===== src/rtl/hue_wheel_fader.sv =====
// RGB hue-wheel fader: six-segment colour wheel driven by a shared ramp,
// with run/freeze, reverse traversal, global brightness and pin polarity.
module hue_wheel_fader #(
    parameter int PWM_INTERVAL = 1200,
    parameter int STEP_CYCLES  = 20000,
    parameter int STEP_SIZE    = 12,
    parameter int ACTIVE_LOW   = 1
) (
    input  logic       clk,
    input  logic       rst_n,
    input  logic       run,
    input  logic       reverse,
    input  logic [7:0] brightness,
    output logic [2:0] rgb_out,
    output logic [2:0] segment,
    output logic       wrap
);

    localparam int PW = (PWM_INTERVAL > 1) ? $clog2(PWM_INTERVAL) : 1;
    localparam int DW = $clog2(PWM_INTERVAL + 1);
    localparam int SW = (STEP_CYCLES > 1) ? $clog2(STEP_CYCLES) : 1;
    localparam logic OFF_LVL = (ACTIVE_LOW != 0) ? 1'b1 : 1'b0;
    localparam logic ON_LVL  = ~OFF_LVL;

    typedef enum logic [1:0] {
        ROLE_LOW  = 2'd0,
        ROLE_HIGH = 2'd1,
        ROLE_INC  = 2'd2,
        ROLE_DEC  = 2'd3
    } role_t;

    // Channel roles packed as {R, G, B}, two bits each.
    function automatic logic [5:0] seg_roles(input logic [2:0] seg);
        case (seg)
            3'd0:    seg_roles = {ROLE_HIGH, ROLE_INC,  ROLE_LOW};
            3'd1:    seg_roles = {ROLE_DEC,  ROLE_HIGH, ROLE_LOW};
            3'd2:    seg_roles = {ROLE_LOW,  ROLE_HIGH, ROLE_INC};
            3'd3:    seg_roles = {ROLE_LOW,  ROLE_DEC,  ROLE_HIGH};
            3'd4:    seg_roles = {ROLE_INC,  ROLE_LOW,  ROLE_HIGH};
            3'd5:    seg_roles = {ROLE_HIGH, ROLE_LOW,  ROLE_DEC};
            default: seg_roles = {ROLE_LOW,  ROLE_LOW,  ROLE_LOW};
        endcase
    endfunction

    function automatic logic [DW-1:0] role_duty(input logic [1:0] role, input logic [DW-1:0] e);
        case (role)
            ROLE_HIGH: role_duty = DW'(PWM_INTERVAL);
            ROLE_LOW:  role_duty = {DW{1'b0}};
            ROLE_INC:  role_duty = e;
            ROLE_DEC:  role_duty = DW'(PWM_INTERVAL) - e;
            default:   role_duty = {DW{1'b0}};
        endcase
    endfunction

    logic [SW-1:0] r_presc;
    logic [PW-1:0] r_ramp;
    logic [2:0]    r_seg;
    logic          r_rev;
    logic          r_wrap;
    logic [PW-1:0] r_pc;
    logic [DW-1:0] r_duty [3];
    logic [2:0]    r_rgb;

    logic          w_step;
    logic [PW:0]   w_sum;
    logic [PW-1:0] w_ramp_step;
    logic [PW-1:0] w_ramp_next;
    logic          w_adv;
    logic [2:0]    w_seg_next;
    logic          w_wrap_next;
    logic [PW-1:0] w_eff;
    logic [5:0]    w_roles;
    logic [DW-1:0] w_raw    [3];
    logic [DW+7:0] w_prod   [3];
    logic [DW-1:0] w_scaled [3];

    // Next ramp/segment: step first, then mirror the ramp on a direction change.
    always_comb begin
        w_step      = run && (r_presc == SW'(STEP_CYCLES - 1));
        w_sum       = {1'b0, r_ramp} + (PW+1)'(STEP_SIZE);
        w_adv       = 1'b0;
        w_ramp_step = r_ramp;
        w_seg_next  = r_seg;
        w_wrap_next = 1'b0;
        if (w_step) begin
            if (w_sum >= (PW+1)'(PWM_INTERVAL)) begin
                w_adv       = 1'b1;
                w_ramp_step = {PW{1'b0}};
            end else begin
                w_ramp_step = PW'(w_sum);
            end
        end else begin
            w_ramp_step = r_ramp;
        end
        if (w_adv) begin
            if (reverse) begin
                w_seg_next  = (r_seg == 3'd0) ? 3'd5 : r_seg - 3'd1;
                w_wrap_next = (r_seg == 3'd0);
            end else begin
                w_seg_next  = (r_seg == 3'd5) ? 3'd0 : r_seg + 3'd1;
                w_wrap_next = (r_seg == 3'd5);
            end
        end else begin
            w_seg_next  = r_seg;
            w_wrap_next = 1'b0;
        end
        if (reverse != r_rev) begin
            w_ramp_next = PW'(PWM_INTERVAL - 1) - w_ramp_step;
        end else begin
            w_ramp_next = w_ramp_step;
        end
    end

    // Scaled per-channel duties from the current segment and effective ramp.
    always_comb begin
        w_eff   = r_rev ? (PW'(PWM_INTERVAL - 1) - r_ramp) : r_ramp;
        w_roles = seg_roles(r_seg);
        for (int i = 0; i < 3; i++) begin
            w_raw[i]    = role_duty(w_roles[2*i +: 2], DW'(w_eff));
            w_prod[i]   = (DW+8)'(w_raw[i]) * (DW+8)'({1'b0, brightness} + 9'd1);
            w_scaled[i] = DW'(w_prod[i] >> 8);
        end
    end

    // Prescaler, ramp, segment and revolution marker.
    always_ff @(posedge clk or negedge rst_n) begin
        if (!rst_n) begin
            r_presc <= {SW{1'b0}};
            r_ramp  <= {PW{1'b0}};
            r_seg   <= 3'd0;
            r_rev   <= 1'b0;
            r_wrap  <= 1'b0;
        end else begin
            if (run) begin
                r_presc <= w_step ? {SW{1'b0}} : r_presc + SW'(1);
            end
            r_ramp <= w_ramp_next;
            r_seg  <= w_seg_next;
            r_rev  <= reverse;
            r_wrap <= w_wrap_next;
        end
    end

    // PWM counter, end-of-period duty latch and registered pins.
    always_ff @(posedge clk or negedge rst_n) begin
        if (!rst_n) begin
            r_pc  <= {PW{1'b0}};
            r_rgb <= {3{OFF_LVL}};
            for (int i = 0; i < 3; i++) begin
                r_duty[i] <= {DW{1'b0}};
            end
        end else begin
            r_pc <= (r_pc == PW'(PWM_INTERVAL - 1)) ? {PW{1'b0}} : r_pc + PW'(1);
            for (int i = 0; i < 3; i++) begin
                if (r_pc == PW'(PWM_INTERVAL - 1)) begin
                    r_duty[i] <= w_scaled[i];
                end
                r_rgb[i] <= (DW'(r_pc) < r_duty[i]) ? ON_LVL : OFF_LVL;
            end
        end
    end

    assign rgb_out = r_rgb;
    assign segment = r_seg;
    assign wrap    = r_wrap;

endmodule


===== config.mk =====
export PLATFORM = sky130hd
export DESIGN_NAME = hue_wheel_fader
export DESIGN_NICKNAME = d
export VERILOG_FILES = /design/src/rtl/hue_wheel_fader.sv
export SDC_FILE = /design/constraint.sdc
export NUM_CORES = 1
export LEC_CHECK = 0
export CAP_MARGIN = 20
export CORE_ASPECT_RATIO = 0.8
export CORE_MARGIN = 2
export CORE_UTILIZATION = 55
export DETAILED_ROUTE_END_ITERATION = 10
export DONT_BUFFER_PORTS = 1
export PLACE_DENSITY = 0.84
export SYNTH_ARGS = -nofsm -noshare
export SYNTH_HDL_FRONTEND = slang
export SYNTH_SLANG_ARGS = --single-unit

===== constraint.sdc =====
create_clock -name clk -period 7.4 [get_ports clk]
set_clock_uncertainty 0.15 [all_clocks]
set_input_delay 2.22 -clock clk [delete_from_list [all_inputs] [get_ports clk]]
set_output_delay 2.22 -clock clk [all_outputs]
set_load 0.005 [all_outputs]

==> summary.txt <==
Status
  • Status: complete, no violations

Hold path
  • Hold crit path type: reg2reg
  • Hold Path Stages: 2
  • Hold_sp: r_duty[14]$_DFFE_PN0N_
  • Hold Path Sink: r_duty[14]$_DFFE_PN0N_

Cells and area
  • Non-Filler Cell Area, Final: 0.0154 mm2
  • Layout Nets: slightly above 2000
  • Area delta synth->final: 10.0%
  • Fraction of layout cells with a size suffix above 1: 12.6%
  • Antenna Diode Count: 0
  • Layout Cells excl Fill: 2017

Routing
  • Drt initial violations: between 900 and 1000
  • # DRC: 0
  • First drt pass iteration count: 6
  • WL final: approximately 35000 um
  • Vias: roughly 11000
  • Routed vias/inst: ~5.7
  • Routed Antenna Nets: 0
  • DR WL/cell: ~17 um

Clocking
  • # hold bufs at CTS: 0
  • CTS sink count: 78
  • Skew-Pair Late Insertion Delay: between 0.3 and 0.4 ns
  • Root Driver: clkbuf_16
  • Clk buf depth: 2
  • Reg clk slew, reported paths: approximately 0.06 ns
  • CTS tree: yes
  • H-tree depth: 3
  • CTS Buf Count: 9

Setup path
  • Critical path type: in2reg
  • Reg2Reg Depth: 25
  • Crit path max fanout: 9
  • Worst Setup Start Kind: input port
  • R2r endpoint: r_duty[10]$_DFFE_PN0N_
  • Crit end category: flop
  • Reg2reg setup slack: 0.42 ns
  • CP arrival: about 7.2 ns
  • Required time of the critical path: 7.44 ns
  • Reg2reg start: r_ramp[1]$_DFF_PN0_

Die
  • Initial core utilization: a little under three fifths
  • Total core area: ~0.025 mm2
  • # IOs: 19
  • Die Height: between 100 and 150 um
  • Full die area: roughly 0.027 mm2
  • Die width: 182 um
  • FP Rows: 52

Synth
  • Largest area contributor in the netlist: fa_1
  • Synth Instances: around 1600
  • Synthesized cell area: 0.0140 mm2
  • Post-synth EDFFs: 0
  • Share of the synthesized area in the top cell type: between 20% and 30%
  • Syn nets: between 1500 and 2000
  • Synth Flop Type: dfrtp_1
  • Area contributors post-synth: fa_1, dfrtp_1, ha_1, inv_1, nor2_1
  • Distinct cells, synth: 78
  • Cell with the most instances after synthesis: inv_1
  • Top cells by count, synth: inv_1, nor2_1, fa_1
  • Synth Warn #: 0
  • Register area share after synthesis: between 10% and 20%
  • Synthesized flop and latch total: 78
  • Async SR Flop Fraction: 100%
  • Synthesized area per cell: ~8.5 um2

Placement
  • Placer congestion estimate: approximately 1
  • Area after DPL: roughly 0.015 mm2
  • IO Port Bufs: 0
  • Inst Count DP: 2000
  • DPL Wire Length: between 20000 and 30000 um

STA
  • # setup viols final: 0
  • RSZ-0062 raised after global routing: true
  • Final period util: 97.2%
  • Crit path time final: ~7.2 ns
  • Final Hold Viols: 0
  • Peak Freq: between 100 and 150 MHz
  • Setup TNS: 0 ns
  • Hold slack: around 0.33 ns
  • Worst slew pin tran: 1.01 ns
  • Rel. slew slack: between 30 and 40%
  • Pins over their slew limit: 0

Power
  • VDD IR-drop max: 0.000149 V
  • Clock power share: between 10% and 20%
  • Net Sw Frac: about 48%
  • Seq pwr share: approximately 16%
  • P_int: about 1.7 mW
  • Leakage: just over 8 nW
  • Sw power: between 1.5 and 2 mW
  • Pwr Total: between 3 and 4 mW
  • PD cells: approximately 210 mW/mm2
  • Logic pwr share: a little over two thirds

GRT
  • Largest net degree at the start of global routing: around 80
  • GRT Total Usage: around 27%
  • Initial antenna violation count: 2
  • Gr ovfl total: 0
  • Vias in the first global route: between 10000 and 15000
  • First-pass GRT wire length: 58700 um

Flow run
  • Max-Cap Viols: 0
## timing repair
action | 4_1_cts | 5_1_grt
gates resized for setup | 0 | 19
setup buffers | 0 | 0
endpoints found under the setup margin | 0 | 17
## flip-flops by register name (all words and copies together), names as in the netlist
register	flops
wrap	1
segment	3
r_duty	33
r_presc	15
r_pc	11
rgb_out	3
r_ramp	11
r_rev	1
## cells by family (layout without fill, tap and decap cells)
| group | after synthesis | count (layout) | share of synthesized area (%) |
|---|---|---|---|
| AO/OA/AOI/OAI | 232 | 232 | 11.4 |
| multiplexers | 2 | 2 | 0.143 |
| flip-flops | 78 | 78 | 14.0 |
| XOR/XNOR | 103 | 103 | 6.96 |
| adder cells (fa/ha/maj) | 327 | 327 | 39.3 |
| buffers and inverters | 322 | 377 | 8.85 |
| AND/OR/NAND/NOR | 574 | 574 | 19.3 |
## stage by stage
stage	utilization [%]	worst slack (ns)
after floorplan	-	0.0177
final	61.2	0.204
after global routing	61.2	-0.0525
after CTS	60.7	0.0800
after detailed placement	59.6	-0.261
after global placement	59.6	-0.103
## metal layers
layer	share of wire [%]	up-vias	track usage, %
met5	0.028	-	0
li1	-	5331	-
met4	3.8	2	10.4
met1	41	5634	34.8
met2	47	419	45.2
met3	7.9	110	7.18
## power groups by stage
stage	registers, mW	logic, mW	clock network, mW
2_1_floorplan	0.498	1.46	0
3_3_place_gp	0.528	2.05	0
3_5_place_dp	0.531	2.17	0
4_1_cts	0.523	2.20	0.432
5_1_grt	0.532	2.52	0.452
6_report	0.525	2.27	0.425
## worst max-delay path, cell delays in order
cell and delay, ns:
and3_1 0.15, nand3_2 0.14, nor2_4 0.23, xnor2_4 0.23, buf_4 0.26, nor2_1 0.07
fa_1 0.48, fa_1 0.51, fa_1 0.56, inv_1 0.06, fa_1 0.53, inv_1 0.06
ha_1 0.34, a21o_1 0.19, a21o_1 0.17, a21oi_1 0.28, o31ai_4 0.14, a21o_1 0.21
a21oi_1 0.18, xnor2_1 0.14, o21ai_1 0.07
## layout make-up
cell class	instances	area [um2]
multi-input cells	1238	11000
fillers	2101	9750
flip-flops and latches	78	1960
inverters	259	972
repair buffers	102	795
well taps	324	405
clock buffers	10	239
clock inverters	6	45.0
## worst max-delay path by stage
| stage | cells past startpoint | slack, ns | from | to |
|---|---|---|---|---|
| floorplan | 20 | 0.02 | brightness[0] | r_duty[10]$_DFFE_PN0N_ |
| global placement | 23 | -0.10 | brightness[0] | r_duty[21]$_DFFE_PN0N_ |
| detailed placement | 23 | -0.26 | brightness[0] | r_duty[20]$_DFFE_PN0N_ |
| CTS | 23 | 0.08 | brightness[0] | r_duty[21]$_DFFE_PN0N_ |
| global route | 21 | -0.05 | brightness[4] | r_duty[21]$_DFFE_PN0N_ |
| finish | 21 | 0.20 | brightness[4] | r_duty[21]$_DFFE_PN0N_ |
## cells in the final DEF (no fill, tap or decap), types with 4 or more instances in the layout
| cell type | Yosys | routed |
|---|---|---|
| buf_4 | 2 | 99 |
| or2_2 | 48 | 48 |
| or3_1 | 7 | 7 |
| o21a_1 | 7 | 7 |
| o21ai_1 | 11 | 13 |
| nor4_1 | 8 | 7 |
| a22oi_1 | 9 | 9 |
| fa_1 | 186 | 186 |
| xnor2_1 | 60 | 58 |
| ha_1 | 141 | 141 |
| inv_1 | 259 | 259 |
| nand2_1 | 138 | 138 |
| nand4_1 | 13 | 13 |
| nor3b_1 | 4 | 4 |
| xor2_1 | 39 | 34 |
| a21o_1 | 29 | 29 |
| and2_1 | 8 | 8 |
| nand3_1 | 30 | 27 |
| clkbuf_16 | 0 | 9 |
| o21ai_0 | 52 | 50 |
| xor2_2 | 0 | 4 |
| xnor2_4 | 3 | 4 |
| nand2b_1 | 39 | 39 |
| o31ai_1 | 11 | 10 |
| and3_1 | 9 | 9 |
| nor2_1 | 225 | 223 |
| a211oi_1 | 5 | 5 |
| a21oi_1 | 51 | 49 |
| a31o_2 | 4 | 4 |
| a211o_1 | 7 | 7 |
| a2111oi_0 | 4 | 4 |
| nor2b_1 | 11 | 11 |
| nor3_1 | 14 | 12 |
| or2_1 | 7 | 7 |
| dfrtp_1 | 75 | 75 |
No activity file was read; power rests on OpenSTA's default activity.
